[config.mk]
export PLATFORM = sky130hd
export DESIGN_NAME = seg_scan_capture
export DESIGN_NICKNAME = d
export VERILOG_FILES = /design/src/rtl/seg_scan_capture.sv
export SDC_FILE = /design/constraint.sdc
export NUM_CORES = 1
export LEC_CHECK = 0
export ABC_AREA = 1
export CORE_UTILIZATION = 40
export DETAILED_ROUTE_END_ITERATION = 8
export HOLD_SLACK_MARGIN = 0.03
export PLACE_DENSITY_LB_ADDON = 0.2
export SLEW_MARGIN = 40
export SYNTH_ARGS = -nofsm -noshare
export SYNTH_HDL_FRONTEND = slang
export SYNTH_SLANG_ARGS = --single-unit
[constraint.sdc]
create_clock -name clk -period 2 [get_ports clk]
set_input_delay 0.4 -clock clk [delete_from_list [all_inputs] [get_ports clk]]
set_output_delay 0.4 -clock clk [all_outputs]
set_load 0.01 [all_outputs]
[src/rtl/seg_scan_capture.sv]
// seg_scan_capture: rebuilds the 6-digit hex value shown on a multiplexed active-low 7-segment scan.
// Optional macro SEG_DP_CAPTURE_EN adds dp_out and makes the decoder ignore the dp bit.
module seg_scan_capture #(
  parameter int unsigned SETTLE_CYC  = 16,
  parameter int unsigned SYNC_STAGES = 2
) (
  input  logic        clk,
  input  logic        rst_n,
  input  logic [7:0]  seg_in,
  input  logic [2:0]  sel_in,
  output logic [23:0] data_out,
  output logic        data_valid,
  output logic        seg_err,
  output logic        frame_err
`ifdef SEG_DP_CAPTURE_EN
  ,
  output logic [5:0]  dp_out
`endif
);

  typedef enum logic [1:0] {IDLE, SETTLE, SAMPLE, WAIT_CHANGE} state_e;

  localparam logic [15:0] SETTLE_LAST = 16'(SETTLE_CYC - 1);
  localparam logic [7:0] SEG_TABLE [16] = '{
    8'hC0, 8'hF9, 8'hA4, 8'hB0, 8'h99, 8'h92, 8'h82, 8'hF8,
    8'h80, 8'h90, 8'h88, 8'h83, 8'hC6, 8'hA1, 8'h86, 8'h8E
  };

  logic [7:0]  seg_sync_q [SYNC_STAGES];
  logic [2:0]  sel_sync_q [SYNC_STAGES];
  logic [7:0]  seg_s, seg_dly_q;
  logic [2:0]  sel_s, sel_dly_q;
  logic        change;

  state_e      state_q, state_d;
  logic [2:0]  exp_idx_q, exp_idx_d;
  logic [2:0]  samp_sel_q, samp_sel_d;
  logic [15:0] cnt_q, cnt_d;
  logic [23:0] frame_q, frame_d, merged;
  logic [23:0] data_q, data_d;
  logic        valid_q, valid_d, seg_err_q, seg_err_d, frame_err_q, frame_err_d;
  logic        clr_frame, wr_part, load_out;
  logic [4:0]  dec;

  // Returns {valid, nibble}; an unknown pattern yields valid = 0.
  function automatic logic [4:0] decode(input logic [7:0] pat);
    logic [7:0] key;
    logic [4:0] res;
`ifdef SEG_DP_CAPTURE_EN
    key = {1'b1, pat[6:0]};
`else
    key = pat;
`endif
    res = 5'b0;
    for (int i = 0; i < 16; i++)
      if (key == SEG_TABLE[i]) res = {1'b1, 4'(i)};
    return res;
  endfunction

  // Synchronizers reset to a blank display on select 0 so no stale digit is seen.
  always_ff @(posedge clk or negedge rst_n) begin
    if (!rst_n) begin
      for (int i = 0; i < SYNC_STAGES; i++) begin
        seg_sync_q[i] <= '1;
        sel_sync_q[i] <= '0;
      end
      seg_dly_q <= '1;
      sel_dly_q <= '0;
    end else begin
      // NOTE: non-blocking assignments let every stage sample the previous stage's old value.
      seg_sync_q[0] <= seg_in;
      sel_sync_q[0] <= sel_in;
      for (int i = 1; i < SYNC_STAGES; i++) begin
        seg_sync_q[i] <= seg_sync_q[i-1];
        sel_sync_q[i] <= sel_sync_q[i-1];
      end
      seg_dly_q <= seg_s;
      sel_dly_q <= sel_s;
    end
  end

  assign seg_s  = seg_sync_q[SYNC_STAGES-1];
  assign sel_s  = sel_sync_q[SYNC_STAGES-1];
  assign change = (seg_s != seg_dly_q) || (sel_s != sel_dly_q);
  assign dec    = decode(seg_dly_q);

  always_comb begin
    merged = frame_q;
    for (int i = 0; i < 6; i++)
      if (exp_idx_q == 3'(i)) merged[4*(5-i) +: 4] = dec[3:0];
  end

  always_comb begin
    // NOTE: every output of this block gets a default first, so no path can infer a latch.
    state_d     = state_q;
    exp_idx_d   = exp_idx_q;
    samp_sel_d  = samp_sel_q;
    cnt_d       = cnt_q;
    valid_d     = 1'b0;
    seg_err_d   = 1'b0;
    frame_err_d = 1'b0;
    clr_frame   = 1'b0;
    wr_part     = 1'b0;
    load_out    = 1'b0;
    unique case (state_q)
      IDLE: begin
        if (sel_s == 3'd0) begin
          state_d = SETTLE;
          cnt_d   = '0;
        end
      end
      SETTLE: begin
        if ((sel_s != sel_dly_q) && (sel_s != exp_idx_q)) begin
          frame_err_d = (exp_idx_q != 3'd0);
          clr_frame   = 1'b1;
          exp_idx_d   = '0;
          state_d     = IDLE;
        end else if (change) begin
          cnt_d = '0;
        end else if (cnt_q == SETTLE_LAST) begin
          state_d = SAMPLE;
        end else if (cnt_q != '1) begin
          cnt_d = cnt_q + 16'd1;
        end
      end
      SAMPLE: begin
        samp_sel_d = sel_dly_q;
        if (!dec[4]) begin
          seg_err_d = 1'b1;
          clr_frame = 1'b1;
          exp_idx_d = '0;
          state_d   = IDLE;
        end else if (exp_idx_q == 3'd5) begin
          load_out  = 1'b1;
          valid_d   = 1'b1;
          clr_frame = 1'b1;
          exp_idx_d = '0;
          state_d   = WAIT_CHANGE;
        end else begin
          wr_part   = 1'b1;
          exp_idx_d = exp_idx_q + 3'd1;
          state_d   = WAIT_CHANGE;
        end
      end
      WAIT_CHANGE: begin
        if (sel_s != samp_sel_q) begin
          if (sel_s == exp_idx_q) begin
            state_d = SETTLE;
            cnt_d   = '0;
          end else begin
            frame_err_d = (exp_idx_q != 3'd0);
            clr_frame   = 1'b1;
            exp_idx_d   = '0;
            state_d     = IDLE;
          end
        end
      end
      default: state_d = IDLE;
    endcase
    frame_d = clr_frame ? '0 : (wr_part ? merged : frame_q);
    data_d  = load_out ? merged : data_q;
  end

  always_ff @(posedge clk or negedge rst_n) begin
    if (!rst_n) begin
      state_q     <= IDLE;
      exp_idx_q   <= '0;
      samp_sel_q  <= '0;
      cnt_q       <= '0;
      frame_q     <= '0;
      data_q      <= '0;
      valid_q     <= 1'b0;
      seg_err_q   <= 1'b0;
      frame_err_q <= 1'b0;
    end else begin
      state_q     <= state_d;
      exp_idx_q   <= exp_idx_d;
      samp_sel_q  <= samp_sel_d;
      cnt_q       <= cnt_d;
      frame_q     <= frame_d;
      data_q      <= data_d;
      valid_q     <= valid_d;
      seg_err_q   <= seg_err_d;
      frame_err_q <= frame_err_d;
    end
  end

  assign data_out   = data_q;
  assign data_valid = valid_q;
  assign seg_err    = seg_err_q;
  assign frame_err  = frame_err_q;

`ifdef SEG_DP_CAPTURE_EN
  // Decimal points travel with the digits: partial dp bits, then an atomic copy with data_out.
  logic [5:0] dp_part_q, dp_out_q, dp_merged;

  always_comb begin
    dp_merged = dp_part_q;
    for (int i = 0; i < 6; i++)
      if (exp_idx_q == 3'(i)) dp_merged[5-i] = ~seg_dly_q[7];
  end

  always_ff @(posedge clk or negedge rst_n) begin
    if (!rst_n) begin
      dp_part_q <= '0;
      dp_out_q  <= '0;
    end else begin
      if (load_out) dp_out_q <= dp_merged;
      if (clr_frame)    dp_part_q <= '0;
      else if (wr_part) dp_part_q <= dp_merged;
    end
  end

  assign dp_out = dp_out_q;
`endif

endmodule
==> results of run 1 <==
where the power goes:
part           total (mW)  switching (mW)  internal (mW)  leakage [nW]
Combinational        1.17           0.788          0.382          1.69
Clock                1.67           0.751          0.917         0.135
Sequential           2.34           0.111           2.23          1.34
Total                5.18            1.65           3.53          3.17
logic make-up (layout without fill, tap and decap cells):
| kind of cell | Yosys count | after routing |
|---|---|---|
| AND/OR/NAND/NOR | 408 | 409 |
| adder cells (fa/ha/maj) | 2 | 2 |
| AO/OA/AOI/OAI | 24 | 24 |
| buffers and inverters | 71 | 146 |
| XOR/XNOR | 29 | 29 |
| flip-flops | 104 | 104 |
cell usage in the layout, fill, tap and decap left out, drive strengths merged:
master and n:
nand4 30, xnor2 12, a21oi 3, nand3 18, o31ai 1, clkinvlp 1, o21bai 1, or2 2
clkbuf 15, xor2 17, nor2 64, o21ai 18, nand2 278, a31oi 1, inv 54, ha 2
dfstp 24, buf 31, clkdlybuf4s50 38, clkinv 6, nor3 17, dlygate4sd3 1, dfrtp 80
state kept, by name, indices dropped and copies added, names as in the netlist:
name,count
data_out,24
frame_q,20
cnt_q,16
seg_dly_q,8
seg_s,8
seg_sync_q,8
exp_idx_q,3
samp_sel_q,3
sel_dly_q,3
sel_s,3
sel_sync_q,3
state_q,2
data_valid,1
frame_err,1
seg_err,1
path summary, 6_finish.rpt:
check	endpoint	slack, ps
hold / removal	sel_s[0]$_DFF_PN0_	350
hold reg to reg	sel_s[0]$_DFF_PN0_	350
min in group asynchronous	data_out[16]$_DFFE_PN0P_	440
setup / recovery	data_out[7]$_DFFE_PN0P_	-40
max in group asynchronous	cnt_q[8]$_DFFE_PN0P_	990
setup reg to reg	data_out[7]$_DFFE_PN0P_	-40
through the flow:
stage | cell area (sq um) | instances | setup WS, ps | power (mW) | util (%)
after floorplan | 5080 | 638 | 287 | 3.06 | -
after global placement | 5780 | 850 | 145 | 3.44 | 47.4
after detailed placement | 5780 | 850 | 101 | 3.46 | 47.4
after CTS | 6070 | 867 | 86.2 | 5.14 | 49.7
after global routing | 6450 | 882 | -143 | 5.45 | 52.8
final | 6450 | 882 | -38.6 | 5.18 | 52.8
critical path, cell delays in order (launching register included):
cell and delay [ps]:
dfstp_2 650, nor2_4 60, nand2_2 110, inv_1 70, o21ai_2 200, nand2_2 100
nor2_4 120, nand2_4 80, nand3_4 200, buf_12 170, clkinv_8 80, nand2_2 60
nand2_1 40
cell type report:
cell class,instances,share of cell area [%]
flip-flops and latches,104,40.8
multi-input cells,464,36.1
repair buffers,72,11.5
clock buffers,13,4.05
inverters,55,3.39
well taps,168,3.26
repair inverters,3,0.563
clock inverters,3,0.272
layer usage:
layer / vias to the layer above / part of all wire (%) / GRT usage [%]
met5: - / 0 / 0
met4: 0 / 1.3 / 5.89
met3: 13 / 4.3 / 4.08
met2: 104 / 47 / 28.2
met1: 2063 / 47 / 25.4
li1: 2148 / - / -
timing repair:
action                                  CTS  global route
setup buffers                             0             9
gates resized for setup                   0            77
endpoints found under the setup margin    0            59
hold buffers                              1             0
hold endpoints to repair                 12             0
==> results.sh, run 1 <==
export IMPL_outcome="finished with violations"
export IMPL_violations="negative setup slack"
export IMPL_netlist_area_sq_mm=0.00508
export IMPL_synth_compound_area_share_pct=2.63
export IMPL_antenna_found_initial=0
export IMPL_crit_required_ps=2240
export IMPL_timing_hold_ws_ps=350
export IMPL_setup_violations=11
export IMPL_path_max_fanout=7
export IMPL_place_congestion=0.868
export IMPL_die_w_microns=115
export IMPL_worstMarginPinSlew_ps=378
export IMPL_wirelength_microns=12100
export IMPL_holdPathStages=0
export IMPL_synth_simple_area_share_pct=33.9
export IMPL_crit_path_start_kind="flop"
export IMPL_r2r_cells=12
export IMPL_htreeDepth=3
export IMPL_cts_root_buf="clkbuf_16"
export IMPL_hp_start="sel_sync_q[3]$_DFF_PN0_"
export IMPL_clk_insertion_delay_late_ps=350
export IMPL_dr_pass1_iters=5
export IMPL_worstSetupEndpointType="flop"
export IMPL_dr_total_vias=4328
export IMPL_slew_limit_headroom_pct=74.7
export IMPL_synth_edff_count=0
export IMPL_synth_top_family_by_area="simple AND/OR/NAND/NOR gates"
export IMPL_layout_nets=724
export IMPL_fin_tns_setup_ps=-212
export IMPL_yosys_top_cells_area="dfrtp_1, nand2_1, dfstp_2"
export IMPL_n_antenna_cell=0
export IMPL_synthArstFlopShare_pct=100
export IMPL_routed_via_density=4.91
export IMPL_grt_pass1_wl_microns=18600
export IMPL_grt_setup_unrepaired="yes"
export IMPL_hold_path_class="reg -> reg"
export IMPL_areaGrowthSynthToFinish_pct=26.9
export IMPL_synth_common_cells="nand2_1, dfrtp_1, nor2_1"
export IMPL_fin_ws_ps=-38.6
export IMPL_multi_input_area_sq_mm=0.00233
export IMPL_p_leak_nw=3.17
export IMPL_dp_hpwl_microns=7650
export IMPL_clockBufferDepth=2
export IMPL_drive_gt1_share_pct=20.9
export IMPL_fin_crit_ps=2040
export IMPL_postRouteAntennaNets=0
export IMPL_finClkSkew_ps=12.5
export IMPL_row_count=40
export IMPL_yosysTopAreaCellShare_pct=39.4
export IMPL_initial_core_util_pct=41.6
export IMPL_cts_tree="yes"
export IMPL_register_area_sq_mm=0.00263
export IMPL_synth_main_ff_cell="dfrtp_1"
export IMPL_ys_seq_area_share_pct=51.8
export IMPL_synth_area_mux_share_pct=0
export IMPL_drc_errors=0
export IMPL_post_route_period_util_pct=102
export IMPL_cts_sinks=104
export IMPL_regToRegStartpoint="seg_dly_q[2]$_DFF_PN1_"
export IMPL_yosys_warnings=0
export IMPL_netlist_instances=638
export IMPL_synth_area_per_cell_sq_um=7.96
export IMPL_die_h_microns=115
export IMPL_yosysUniqueCellTypes=31
export IMPL_ys_seq_elements=104
export IMPL_path_clk_slew_ps=70
export IMPL_yosysMostFrequentCell="nand2_1"
export IMPL_port_buffers=39
export IMPL_max_cap_viol_count=0
export IMPL_slew_violations=0
export IMPL_core_area_sq_mm=0.0122
export IMPL_grt_use_total_pct=18.2
export IMPL_grt_max_degree=55
export IMPL_ir_worst_vdd_v=0.000487
export IMPL_synth_xor_area_share_pct=5.00
export IMPL_final_hold_viol_count=0
export IMPL_avgRoutedWirePerCell_microns=13.7
export IMPL_synthAdderAreaFrac_pct=0.492
export IMPL_cts_buffers=9
export IMPL_fmax_mhz=491
export IMPL_fillCellCount=1167
export IMPL_grt_pass1_vias=3925
export IMPL_die_area_sq_mm=0.0132
export IMPL_critPathLaunch="seg_dly_q[2]$_DFF_PN1_"
export IMPL_drt_initial_drc_count=217
export IMPL_critPathKind="reg -> reg"
export IMPL_cp_arrival_ps=2280
export IMPL_num_io_pins=40
export IMPL_synth_fp_nets=653
export IMPL_overflow=0
export IMPL_yosysTopAreaCell="dfrtp_1"
export IMPL_powerDensity_mw_per_mm2=803
(Power assumes the default switching activity.)
==> run 2, diff against run 1 <==
--- a/config.mk
+++ b/config.mk
@@ -6,6 +6,7 @@
 export NUM_CORES = 1
 export LEC_CHECK = 0
 export ABC_AREA = 1
+export CAP_MARGIN = 20
 export CORE_UTILIZATION = 40
 export DETAILED_ROUTE_END_ITERATION = 8
 export HOLD_SLACK_MARGIN = 0.03
==> results of run 2 <==
No change in the layout: final DEF, timing and power equal those of run 1.
==> run 3, diff against run 2 <==
--- a/config.mk
+++ b/config.mk
@@ -7,10 +7,11 @@
 export LEC_CHECK = 0
 export ABC_AREA = 1
 export CAP_MARGIN = 20
-export CORE_UTILIZATION = 40
+export CORE_UTILIZATION = 58
 export DETAILED_ROUTE_END_ITERATION = 8
 export HOLD_SLACK_MARGIN = 0.03
 export PLACE_DENSITY_LB_ADDON = 0.2
+export RECOVER_POWER = 100
 export SLEW_MARGIN = 40
 export SYNTH_ARGS = -nofsm -noshare
 export SYNTH_HDL_FRONTEND = slang
==> constraint.sdc (replaced) <==
create_clock -name clk -period 2 [get_ports clk]
set_input_delay 0.2 -clock clk [delete_from_list [all_inputs] [get_ports clk]]
set_output_delay 0.2 -clock clk [all_outputs]
set_load 0.01 [all_outputs]
==> run 3 against run 2 <==
Critical path type unchanged. The run now ends clean. Sequential power barely moved. Via count grew 1.0%. Hold slack better by 2.7 ps. Largest power group unchanged. Sequential share of layout area up 2.4 points.
==> results.sh, run 3 (synthesized netlist as in run 1, its figures left out) <==
export IMPL_cp_top_family="simple AND/OR/NAND/NOR gates"
export IMPL_cp_arrival_ps=2230
export IMPL_holdPathStages=0
export IMPL_crit_slowest_cell="dfstp_2"
export IMPL_crit_path_start_kind="flop"
export IMPL_drt_initial_drc_count=207
export IMPL_setup_violations=0
export IMPL_cts_tree="yes"
export IMPL_max_cap_viol_count=0
export IMPL_postRouteAntennaNets=0
export IMPL_placed_area_sq_mm=0.00567
export IMPL_fin_area_sq_mm=0.00610
export IMPL_reg2reg_slack_ps=20
export IMPL_layout_nets=717
export IMPL_grt_pass1_wl_microns=18300
export IMPL_hold_path_class="reg -> reg"
export IMPL_register_area_sq_mm=0.00263
export IMPL_fillCellCount=638
export IMPL_cts_root_buf="clkbuf_8"
export IMPL_areaGrowthSynthToFinish_pct=20.0
export IMPL_p_leak_nw=3.10
export IMPL_grt_use_total_pct=26.3
export IMPL_drc_errors=0
export IMPL_slew_violations=0
export IMPL_antenna_found_initial=0
export IMPL_layout_common_cells="nand2_1, dfrtp_1, nor2_1, inv_1, dlygate4sd3_1"
export IMPL_final_common_cell="nand2_1"
export IMPL_crit_required_ps=2240
export IMPL_place_congestion=1.06
export IMPL_grt_setup_unrepaired="yes"
export IMPL_htreeDepth=3
export IMPL_avgRoutedWirePerCell_microns=14.2
export IMPL_crit_buf_inv=2
export IMPL_ir_worst_vdd_v=0.000606
export IMPL_dr_pass1_iters=5
export IMPL_powerDensity_mw_per_mm2=778
export IMPL_layout_cells_non_filler=812
export IMPL_drive_gt1_share_pct=16.7
export IMPL_dp_cells=784
export IMPL_port_buffers=39
export IMPL_worstMarginPinSlew_ps=872
export IMPL_final_hold_viol_count=0
export IMPL_pre_cts_ws_ps=56.8
export IMPL_path_clk_slew_ps=100
export IMPL_worstPathCellList="inv_2 > nor2_4 > nand2_1 > nor2_2 > nor2_2 > nand2_2 > nor2_2 > nand2_4 > nand3_4 > buf_12 > nand2_1 > o21ai_0"
export IMPL_die_h_microns=95.6
export IMPL_dp_hpwl_microns=7710
export IMPL_fmax_mhz=504
export IMPL_row_count=33
export IMPL_initial_core_util_pct=60.9
export IMPL_finClkSkew_ps=11.6
export IMPL_die_w_microns=95.6
export IMPL_slew_limit_headroom_pct=41.9
export IMPL_grt_max_degree=42
export IMPL_path_max_fanout=8
export IMPL_n_antenna_cell=0
export IMPL_outcome="complete, no violations"
export IMPL_path_depth=12
export IMPL_die_area_sq_mm=0.00914
export IMPL_dr_total_vias=4373
export IMPL_critPathKind="reg -> reg"
export IMPL_overflow=0
export IMPL_fin_crit_ps=1980
export IMPL_largest_register_ffs=24
export IMPL_cts_sinks=104
export IMPL_wirelength_microns=11600
export IMPL_post_route_period_util_pct=99.2
export IMPL_cts_buffers=9
export IMPL_core_area_sq_mm=0.00834
export IMPL_multi_input_area_sq_mm=0.00225
export IMPL_clk_insertion_delay_late_ps=360
export IMPL_num_io_pins=40
export IMPL_routed_via_density=5.39
export IMPL_worstSetupEndpointType="flop"
export IMPL_max_stage_delay_ps=620
export IMPL_fin_ws_ps=15.8
export IMPL_cpMostUsedCell="nor2_2"
export IMPL_r2r_cells=12
export IMPL_grt_pass1_vias=4031
export IMPL_clockBufferDepth=2
-- run 3: cell count changes in the layout (fill, tap and decap cells not counted), moves of 4 or more --
| cell | before | now |
|---|---|---|
| buf_4 | 24 | 17 |
| clkbuf_16 | 12 | 2 |
| clkbuf_2 | 0 | 4 |
| clkbuf_8 | 0 | 10 |
| clkdlybuf4s50_1 | 38 | 0 |
| dfstp_1 | 0 | 5 |
| dfstp_2 | 24 | 19 |
| dlygate4sd3_1 | 1 | 39 |
| nand2_1 | 239 | 264 |
| nand2_2 | 32 | 11 |
| nand2_4 | 7 | 3 |
-- run 3: stage by stage --
stage	hold slack (ps)	TNS, ps	power [mW]	util, %
floorplan	-95.6	0	3.06	-
global placement	187	0	3.42	68.0
detailed placement	195	0	3.46	68.0
CTS	222	0	4.70	70.3
global route	354	-1720	4.99	73.1
finish	352	0	4.74	73.1
-- run 3: power breakdown --
group	switching (mW)	internal (mW)	total (mW)
logic	0.811	0.367	1.18
registers	0.0921	2.23	2.32
clock network	0.740	0.504	1.24
-- run 3: worst paths after layout --
path,start,endpoint
setup reg to reg,seg_dly_q[1]$_DFF_PN1_,data_out[2]$_DFFE_PN0P_
max in group asynchronous,rst_n,seg_sync_q[9]$_DFF_PN1_
hold reg to reg,sel_sync_q[5]$_DFF_PN0_,sel_s[2]$_DFF_PN0_
hold / removal,sel_sync_q[5]$_DFF_PN0_,sel_s[2]$_DFF_PN0_
min in group asynchronous,rst_n,cnt_q[9]$_DFFE_PN0P_
setup / recovery,seg_dly_q[1]$_DFF_PN1_,data_out[2]$_DFFE_PN0P_
-- run 3: cell type report --
class / count / share of cell area, %
repair buffers: 68 / 11.0
clock buffers: 10 / 2.26
clock inverters: 6 / 0.821
inverters: 55 / 3.55
multi-input cells: 464 / 37.0
flip-flops and latches: 104 / 43.2
well taps: 105 / 2.16
-- run 3: what timing repair did --
item / CTS / global route
hold buffers: 1 / 0
setup endpoints to repair: 0 / 61
buffers inserted: 0 / 8
hold endpoints to repair: 23 / 0
resized for setup: 0 / 49
-- run 3: metal layers --
metal,GRT usage (%),vias to the layer above,wire (microns)
li1,-,2125,-
met1,36.3,2079,5250
met2,41.3,147,5480
met3,3.91,22,619
met4,11.7,0,225
met5,0,-,0
